### src/rtl/pc_fetch_ram.sv
// PC-driven fetch/store engine over a single-port synchronous RAM.
// A fetch takes READ (RAM access) then LATCH (capture word, advance PC); stores go through WRITE.
//
// state   | meaning
// --------+---------------------------------------------------------------
// S_IDLE  | waiting; accepts load_pc, wr_en, step edge or run
// S_READ  | RAM addressed with pc, read data registered at end of cycle
// S_LATCH | RAM word captured into q, q_valid pulsed, pc advanced/loaded
// S_WRITE | wr_data stored at mem[pc] and mirrored onto q
module pc_fetch_ram #(
  parameter int ADDR_W = 8,
  parameter int DATA_W = 8,
  parameter int DEPTH  = 2**ADDR_W
) (
  input  logic              clk,
  input  logic              reset,
  input  logic              load_pc,
  input  logic [ADDR_W-1:0] ld_addr,
  input  logic              step,
  input  logic              run,
  input  logic              wr_en,
  input  logic [DATA_W-1:0] wr_data,
  output logic [ADDR_W-1:0] pc,
  output logic [DATA_W-1:0] q,
  output logic              q_valid,
  output logic              busy,
  output logic              wrap
);

  typedef enum logic [1:0] {
    S_IDLE  = 2'd0,
    S_READ  = 2'd1,
    S_LATCH = 2'd2,
    S_WRITE = 2'd3
  } state_t;

  // One extra bit so DEPTH == 2**ADDR_W is representable in the legality compare.
  localparam logic [ADDR_W:0]   DEPTH_X = (ADDR_W+1)'(DEPTH);
  localparam logic [ADDR_W-1:0] LAST_PC = ADDR_W'(DEPTH - 1);

  state_t state, state_nxt;

  logic [DATA_W-1:0] mem [DEPTH];
  logic [DATA_W-1:0] rd_data;

  logic              step_q;
  logic              step_rise;
  logic              ld_ok;
  logic              pc_last;
  logic [ADDR_W-1:0] pc_inc;

  logic pc_ld;
  logic pc_adv;
  logic wrap_clr;
  logic q_cap;
  logic q_wr;
  logic mem_we;
  logic rd_en;

  assign step_rise = step & ~step_q;
  assign ld_ok     = ({1'b0, ld_addr} < DEPTH_X);
  assign pc_last   = (pc == LAST_PC);
  assign pc_inc    = pc_last ? '0 : pc + ADDR_W'(1);

  always_ff @(posedge clk) begin
    if (reset) begin
      state <= S_IDLE;
    end else begin
      state <= state_nxt;
    end
  end

  always_comb begin
    state_nxt = state;
    case (state)
      S_IDLE: begin
        if (load_pc) begin
          state_nxt = S_IDLE;
        end else if (wr_en) begin
          state_nxt = S_WRITE;
        end else if (step_rise || run) begin
          state_nxt = S_READ;
        end
      end
      S_READ:  state_nxt = S_LATCH;
      S_LATCH: begin
        if (load_pc && ld_ok) begin
          state_nxt = S_IDLE;
        end else if (run) begin
          state_nxt = S_READ;
        end else begin
          state_nxt = S_IDLE;
        end
      end
      S_WRITE: state_nxt = S_IDLE;
      default: state_nxt = S_IDLE;
    endcase
  end

  always_comb begin
    pc_ld    = 1'b0;
    pc_adv   = 1'b0;
    wrap_clr = 1'b0;
    q_cap    = 1'b0;
    q_wr     = 1'b0;
    mem_we   = 1'b0;
    rd_en    = 1'b0;
    case (state)
      S_IDLE: begin
        if (load_pc && ld_ok) begin
          pc_ld    = 1'b1;
          wrap_clr = 1'b1;
        end
      end
      S_READ: rd_en = 1'b1;
      S_LATCH: begin
        q_cap = 1'b1;
        if (load_pc && ld_ok) begin
          pc_ld = 1'b1;
        end else begin
          pc_adv = 1'b1;
        end
      end
      S_WRITE: begin
        mem_we = 1'b1;
        q_wr   = 1'b1;
      end
      default: ;
    endcase
  end

  assign busy = (state != S_IDLE);

  // Write is suppressed under reset so an aborted WRITE leaves the old word intact.
  always_ff @(posedge clk) begin
    if (mem_we && !reset) begin
      mem[pc] <= wr_data;
    end
    if (rd_en) begin
      rd_data <= mem[pc];
    end
  end

  always_ff @(posedge clk) begin
    if (reset) begin
      pc      <= '0;
      q       <= '0;
      q_valid <= 1'b0;
      wrap    <= 1'b0;
      step_q  <= 1'b1;
    end else begin
      step_q  <= step;
      q_valid <= q_cap;
      if (pc_ld) begin
        pc <= ld_addr;
      end else if (pc_adv) begin
        pc <= pc_inc;
      end
      if (wrap_clr) begin
        wrap <= 1'b0;
      end else if (pc_adv && pc_last) begin
        wrap <= 1'b1;
      end
      if (q_cap) begin
        q <= rd_data;
      end else if (q_wr) begin
        q <= wr_data;
      end
    end
  end

endmodule

### config.mk
export PLATFORM = sky130hd
export DESIGN_NAME = pc_fetch_ram
export DESIGN_NICKNAME = d
export VERILOG_FILES = /design/src/rtl/pc_fetch_ram.sv
export SDC_FILE = /design/constraint.sdc
export NUM_CORES = 2
export LEC_CHECK = 0
export ABC_AREA = 1
export CAP_MARGIN = 20
export CORE_ASPECT_RATIO = 1.25
export CORE_UTILIZATION = 40
export CTS_CLUSTER_DIAMETER = 30
export DETAILED_ROUTE_END_ITERATION = 6
export PLACE_DENSITY = 0.58
export SLEW_MARGIN = 20
export SYNTH_ARGS = -nofsm -noshare
export SYNTH_HDL_FRONTEND = slang
export SYNTH_SLANG_ARGS = --single-unit
### constraint.sdc
create_clock -name clk -period 4.6 [get_ports clk]
set_input_delay 0.69 -clock clk [delete_from_list [all_inputs] [get_ports clk]]
set_output_delay 0.69 -clock clk [all_outputs]
set_load 0.005 [all_outputs]
---- Word-level counts from Yosys, hierarchy flattened ----
Memories as Yosys holds them, arrays and structs flattened. A register that Yosys moved wholly into a read port is not among the register bits.
Index checks and enable logic that the tools add are counted.
word-level totals
  bits in registers ....................... 21
  RAM bits ................................ 2048
  input port bits ......................... 22
  logic and storage cells ................. 46
  memories kept ........................... 1
cells by class
  $add $sub $neg .......................... 1
  equal/unequal tests ..................... 5
  multiplexer cells ....................... 21
  bitwise operators ....................... 2
  reductions and logical operators ........ 10
memories
  memory  depth  bits a word  rd ports  clocked after Yosys merged registers in  wr ports  line  RTL
  mem     256    8            1         1                                        1         43    logic [DATA_W-1:0] mem [DEPTH];
operator list
  operator             number
  $mux 8               5
  $mux 1               12
  $add 8x1->8 const B  1
  $eq 8x8->1 const B   1
  $pmux 2 s4           1
  $mux 2               3
  $reduce_bool 2->1    3
  $eq 2x2->1 const B   2
  $ne 4x4->1 const B   1
  $reduce_or 2->1      2
  $eq 2x1->1 const B   1
  $logic_and 1x1->1    2
  $logic_not 2->1      1
  $and 1x1->1          1
  $logic_not 1->1      1
  $logic_or 1x1->1     1
  $not 1->1            1

---- Longest topological paths before layout ----
  depth after elaboration ................. 7
  mapped depth ............................ 16
  gate-level depth less buffers ........... 13

---- Worst setup path after synthesis ----
No wires, ideal clock.
  path kind ............................... input port to flip-flop
  start point ............................. input reset
  end point ............................... memory mem[183][0] (enable)
  arrival ................................. 2176 ps
  setup slack ............................. 2030 ps
  stages .................................. 4
  path through ............................ nor2_1 buf_2 nand2_1 nor4_1
between the ends
  longest elaborated chain between the ends .. 4
RTL lines
  what                          line  RTL
  from (decl)                   16    input logic reset,
  $logic_not 1->1               136   if (mem_we && !reset) begin
  $logic_and 1x1->1             136
  $mux 1                        136
  $mux 1 (not written as such)  137   mem[pc] <= wr_data;
  to (decl)                     43
No other way between the ends.

---- Final worst setup path ----
  start point ............................. register pc[0]
  end point ............................... output pc[0]
RTL lines
  what                    line  RTL
  from (decl)             23    output logic [ADDR_W-1:0] pc,
  from (signal assigned)  155   pc <= ld_addr;
  from (signal assigned)  157   pc <= pc_inc;
No word-level cell between the ends.

==> impl_metrics.prom <==
# TYPE chip_impl_metric gauge
chip_impl_info{name="synth_top_cell_by_area",value="sky130_fd_sc_hd__edfxtp_1"} 1
chip_impl_metric{name="grt_usage",unit=""} 0.214
chip_impl_metric{name="synthesis.area_per_instance",unit="µm²"} 10.3
chip_impl_metric{name="cts_max_path_buffers",unit=""} 4
chip_impl_metric{name="final-max-slew-violation-count",unit=""} 0
chip_impl_metric{name="postRouteAntennaNets",unit=""} 0
chip_impl_metric{name="setup_viol",unit=""} 0
chip_impl_metric{name="p_per_area",unit="mW/mm²"} 482
chip_impl_metric{name="worst_slew_pin_slew",unit="ps"} 1170
chip_impl_metric{name="core_area",unit="mm²"} 0.219
chip_impl_metric{name="ys_async_sr_fraction",unit=""} 0
chip_impl_metric{name="combPwrFrac",unit=""} 0.069
chip_impl_metric{name="achievable-frequency",unit="GHz"} 0.259
chip_impl_metric{name="post_synth_instance_area",unit="mm²"} 0.0883
chip_impl_info{name="failing_checks",value="design-rule violations"} 1
chip_impl_info{name="synth-main-ff-cell",value="sky130_fd_sc_hd__edfxtp_1"} 1
chip_impl_metric{name="post_route_setup_tns",unit="ps"} 0
chip_impl_metric{name="die_x",unit="µm"} 422
chip_impl_metric{name="ys_seq_area_frac",unit=""} 0.704
chip_impl_metric{name="power_frac_clock",unit=""} 0.514
chip_impl_metric{name="cts.sink_count",unit=""} 2077
chip_impl_metric{name="post_cts_resize_count",unit=""} 0
chip_impl_metric{name="finalWeightedCongestion",unit=""} 0.863
chip_impl_metric{name="clk-insertion-delay-late",unit="ps"} 850
chip_impl_info{name="clk_root_buffer_cell",value="sky130_fd_sc_hd__clkbuf_16"} 1
chip_impl_metric{name="pin_count",unit=""} 41
chip_impl_metric{name="drt-pass1-iter-count",unit=""} 7
chip_impl_metric{name="routed_wirelength",unit="µm"} 242000
chip_impl_metric{name="grt_first_pass_wirelength",unit="µm"} 362000
chip_impl_metric{name="post-place-cells",unit=""} 11264
chip_impl_metric{name="die_height",unit="µm"} 527
chip_impl_metric{name="number_of_antenna_violations_at_the_first_check_in_global_routing",unit=""} 2
chip_impl_metric{name="drt_initial_violations",unit=""} 5267
chip_impl_metric{name="cts.reportedPaths.clkPinSlew",unit="ps"} 60
chip_impl_metric{name="distinct_cells_synth",unit=""} 27
chip_impl_metric{name="synthToLayoutAreaGrowth",unit="%"} 17.5
chip_impl_metric{name="synthDominantCellAreaShare",unit=""} 0.699
chip_impl_metric{name="synth_seq_cells",unit=""} 2077
chip_impl_metric{name="synth-edff-count",unit=""} 2056
chip_impl_info{name="grt_setup_unrepaired",value="false"} 1
chip_impl_metric{name="globalRouteOverflowTotal",unit=""} 0
chip_impl_metric{name="post_cts_buffers",unit=""} 0
chip_impl_metric{name="swShare",unit=""} 0.238
chip_impl_metric{name="timing.final.hold_violations",unit=""} 0
chip_impl_metric{name="layout.cells.non_filler",unit=""} 11879
chip_impl_metric{name="grt_pass1_vias",unit=""} 58913
chip_impl_info{name="hold_crit_path_type",value="primary input to flop"} 1
chip_impl_metric{name="layout_worst_path_cycle_share",unit=""} 0.839
chip_impl_metric{name="post_detailed_route_via_to_cell_ratio",unit=""} 4.99
chip_impl_info{name="tritoncts_clock_tree",value="done"} 1
chip_impl_metric{name="synth.yosys.warnings",unit=""} 0
chip_impl_metric{name="ctsHoldBuffers",unit=""} 0
chip_impl_metric{name="max_cap_violations",unit=""} 0
chip_impl_info{name="critical_path.startpoint_type",value="flop"} 1
chip_impl_metric{name="starting_density_of_the_core",unit=""} 0.403
chip_impl_metric{name="power_report.internal_total",unit="mW"} 38.1
chip_impl_info{name="synth.area.top_cells",value="sky130_fd_sc_hd__edfxtp_1 70%, sky130_fd_sc_hd__nand2_1 14%, sky130_fd_sc_hd__nor2_1 3.9%, sky130_fd_sc_hd__inv_1 3.3%, sky130_fd_sc_hd__nand3_1 2.1%"} 1
chip_impl_info{name="critPathKind",value="flop to output port"} 1
chip_impl_metric{name="pwr-share-seq",unit=""} 0.417
chip_impl_metric{name="synth_fp_nets",unit=""} 8624
chip_impl_metric{name="synth_cells",unit=""} 8598
chip_impl_metric{name="total_leakage_power",unit="nW"} 41.7
chip_impl_metric{name="h_tree_depth",unit=""} 5
chip_impl_metric{name="dp_hpwl",unit="µm"} 137000
chip_impl_metric{name="placement_rows",unit=""} 192
chip_impl_metric{name="critPathMaxFanout",unit=""} 77
chip_impl_info{name="status",value="finished, violations left"} 1
chip_impl_metric{name="numCtsBuffers",unit=""} 337
chip_impl_metric{name="post-route-min-period",unit="ps"} 3860
chip_impl_metric{name="dr_total_vias",unit=""} 59305
chip_impl_metric{name="post_drt_wl_per_cell",unit="µm"} 20.3
chip_impl_metric{name="post-route-drc-count",unit=""} 2
chip_impl_metric{name="grt_start_max_net_pins",unit=""} 214
chip_impl_metric{name="layout-drive-gt1-share",unit=""} 0.0861
chip_impl_metric{name="die_area",unit="mm²"} 0.223
chip_impl_metric{name="fillers",unit=""} 19923
chip_impl_metric{name="worst-endpoint-arrival",unit="ps"} 3170
chip_impl_metric{name="port-buffer-count",unit=""} 40
chip_impl_info{name="crit_end_element",value="output port"} 1
chip_impl_metric{name="vdd_drop_max",unit="V"} 0.000303
chip_impl_metric{name="final.setup_skew",unit="ps"} 48.0
chip_impl_metric{name="slew-limit-headroom",unit=""} 0.223
chip_impl_metric{name="cp.required",unit="ps"} 3910
chip_impl_metric{name="num-nets-final",unit=""} 8719
chip_impl_metric{name="net-switching-power",unit="mW"} 11.9
-- cell type report --
type	instances	area, µm²	area share
sequential	2077	62200	0.599
multi-input combinational	5288	21200	0.205
clock buffer	375	8790	0.0847
tap	2910	3640	0.0351
inverter	785	2960	0.0286
clock inverter	238	2820	0.0271
timing repair buffer	204	2110	0.0203
antenna	2	5.00	0.0000482
-- metrics by stage --
stage          power (mW)  cell area [µm²]  worst slack, ps   util  hold slack [ps]
5_1_grt              51.4           104000              586  0.473              389
4_1_cts              50.3           104000              672  0.473              358
3_3_place_gp         24.7            92100              908  0.420              473
3_5_place_dp         24.7            92100              820  0.420              475
6_report             50.0           104000              742  0.473              379
2_1_floorplan        23.2            88300             2030      -              422
-- registers in the layout, indices dropped and copies added, names as in the netlist --
| name | flops |
|---|---|
| pc | 8 |
| state | 2 |
| mem | 2048 |
| rd_data | 8 |
| q_valid | 1 |
| q | 8 |
| step_q | 1 |
| wrap | 1 |
-- routing by layer --
metal / up-vias / global-route usage / part of all wire
met4: 0 / 0.0987 / 0.046
met2: 1949 / 0.370 / 0.50
met5: - / 0 / 0
li1: 28234 / - / -
met1: 28606 / 0.265 / 0.40
met3: 516 / 0.0274 / 0.056
-- Yosys cell counts, types with 2 or more instances --
library cell               instances
sky130_fd_sc_hd__edfxtp_1       2056
sky130_fd_sc_hd__nor2_1          921
sky130_fd_sc_hd__o21ai_0         352
sky130_fd_sc_hd__buf_4            12
sky130_fd_sc_hd__o211ai_1          2
sky130_fd_sc_hd__a31oi_1           6
sky130_fd_sc_hd__nor3_1            5
sky130_fd_sc_hd__nand4_1           3
sky130_fd_sc_hd__buf_6            15
sky130_fd_sc_hd__inv_2             3
sky130_fd_sc_hd__inv_1           780
sky130_fd_sc_hd__nand2_1        3398
sky130_fd_sc_hd__buf_1            32
sky130_fd_sc_hd__buf_2           160
sky130_fd_sc_hd__ha_1              4
sky130_fd_sc_hd__clkbuf_1        228
sky130_fd_sc_hd__dfxtp_1          21
sky130_fd_sc_hd__clkinv_1          2
sky130_fd_sc_hd__nand3_1         374
sky130_fd_sc_hd__o21ai_1         213
sky130_fd_sc_hd__a21oi_1           5
-- power by group through the flow --
stage	combinational, mW	clock [mW]	sequential (mW)
floorplan	2.00	0	21.2
global placement	3.41	0	21.3
detailed placement	3.42	0	21.3
CTS	3.44	26.0	20.9
global route	3.77	26.8	20.9
finish	3.43	25.7	20.9
-- placed cells by master (no fill, tap or decap), types with 11 or more instances in the layout --
master and instances:
sky130_fd_sc_hd__buf_12 35, sky130_fd_sc_hd__inv_6 57, sky130_fd_sc_hd__clkinvlp_4 36, sky130_fd_sc_hd__nor2_1 913, sky130_fd_sc_hd__o21ai_0 352, sky130_fd_sc_hd__clkbuf_1 28
sky130_fd_sc_hd__bufinv_16 43, sky130_fd_sc_hd__inv_8 15, sky130_fd_sc_hd__nand3_1 363, sky130_fd_sc_hd__o21ai_1 213, sky130_fd_sc_hd__clkdlybuf4s50_1 32, sky130_fd_sc_hd__inv_1 780
sky130_fd_sc_hd__nand2_1 3393, sky130_fd_sc_hd__clkinv_1 16, sky130_fd_sc_hd__edfxtp_1 2056, sky130_fd_sc_hd__clkinv_2 40, sky130_fd_sc_hd__nand3_2 11, sky130_fd_sc_hd__clkbuf_16 347
sky130_fd_sc_hd__buf_4 129, sky130_fd_sc_hd__dfxtp_1 19, sky130_fd_sc_hd__clkinv_4 29
-- kinds of logic after synthesis --
kind of cell,Yosys count,synth area share
and+or+nand+nor,4702,0.205
buffers and inverters,1233,0.0565
DFF,2077,0.704
adders and majority gates,4,0.000567
AOI/OAI and AO/OA,582,0.0333
-- critical path, stage by stage, from the launching register on --
cell and delay, ps:
sky130_fd_sc_hd__dfxtp_4 530, sky130_fd_sc_hd__buf_4 370, sky130_fd_sc_hd__buf_4 710, sky130_fd_sc_hd__clkdlybuf4s50_1 670
-- final timing paths --
| path | startpoint | to | slack (ps) | cells after the start |
|---|---|---|---|---|
| min | wr_data[3] | mem[90][3] | 380 | 1 |
| min reg2reg | wrap | wrap | 480 | 2 |
| max reg2reg | pc[0] | rd_data[3] | 1090 | 13 |
| max | pc[0] | pc[0] | 740 | 3 |
Note: power is estimated with default switching activity, not from simulation.
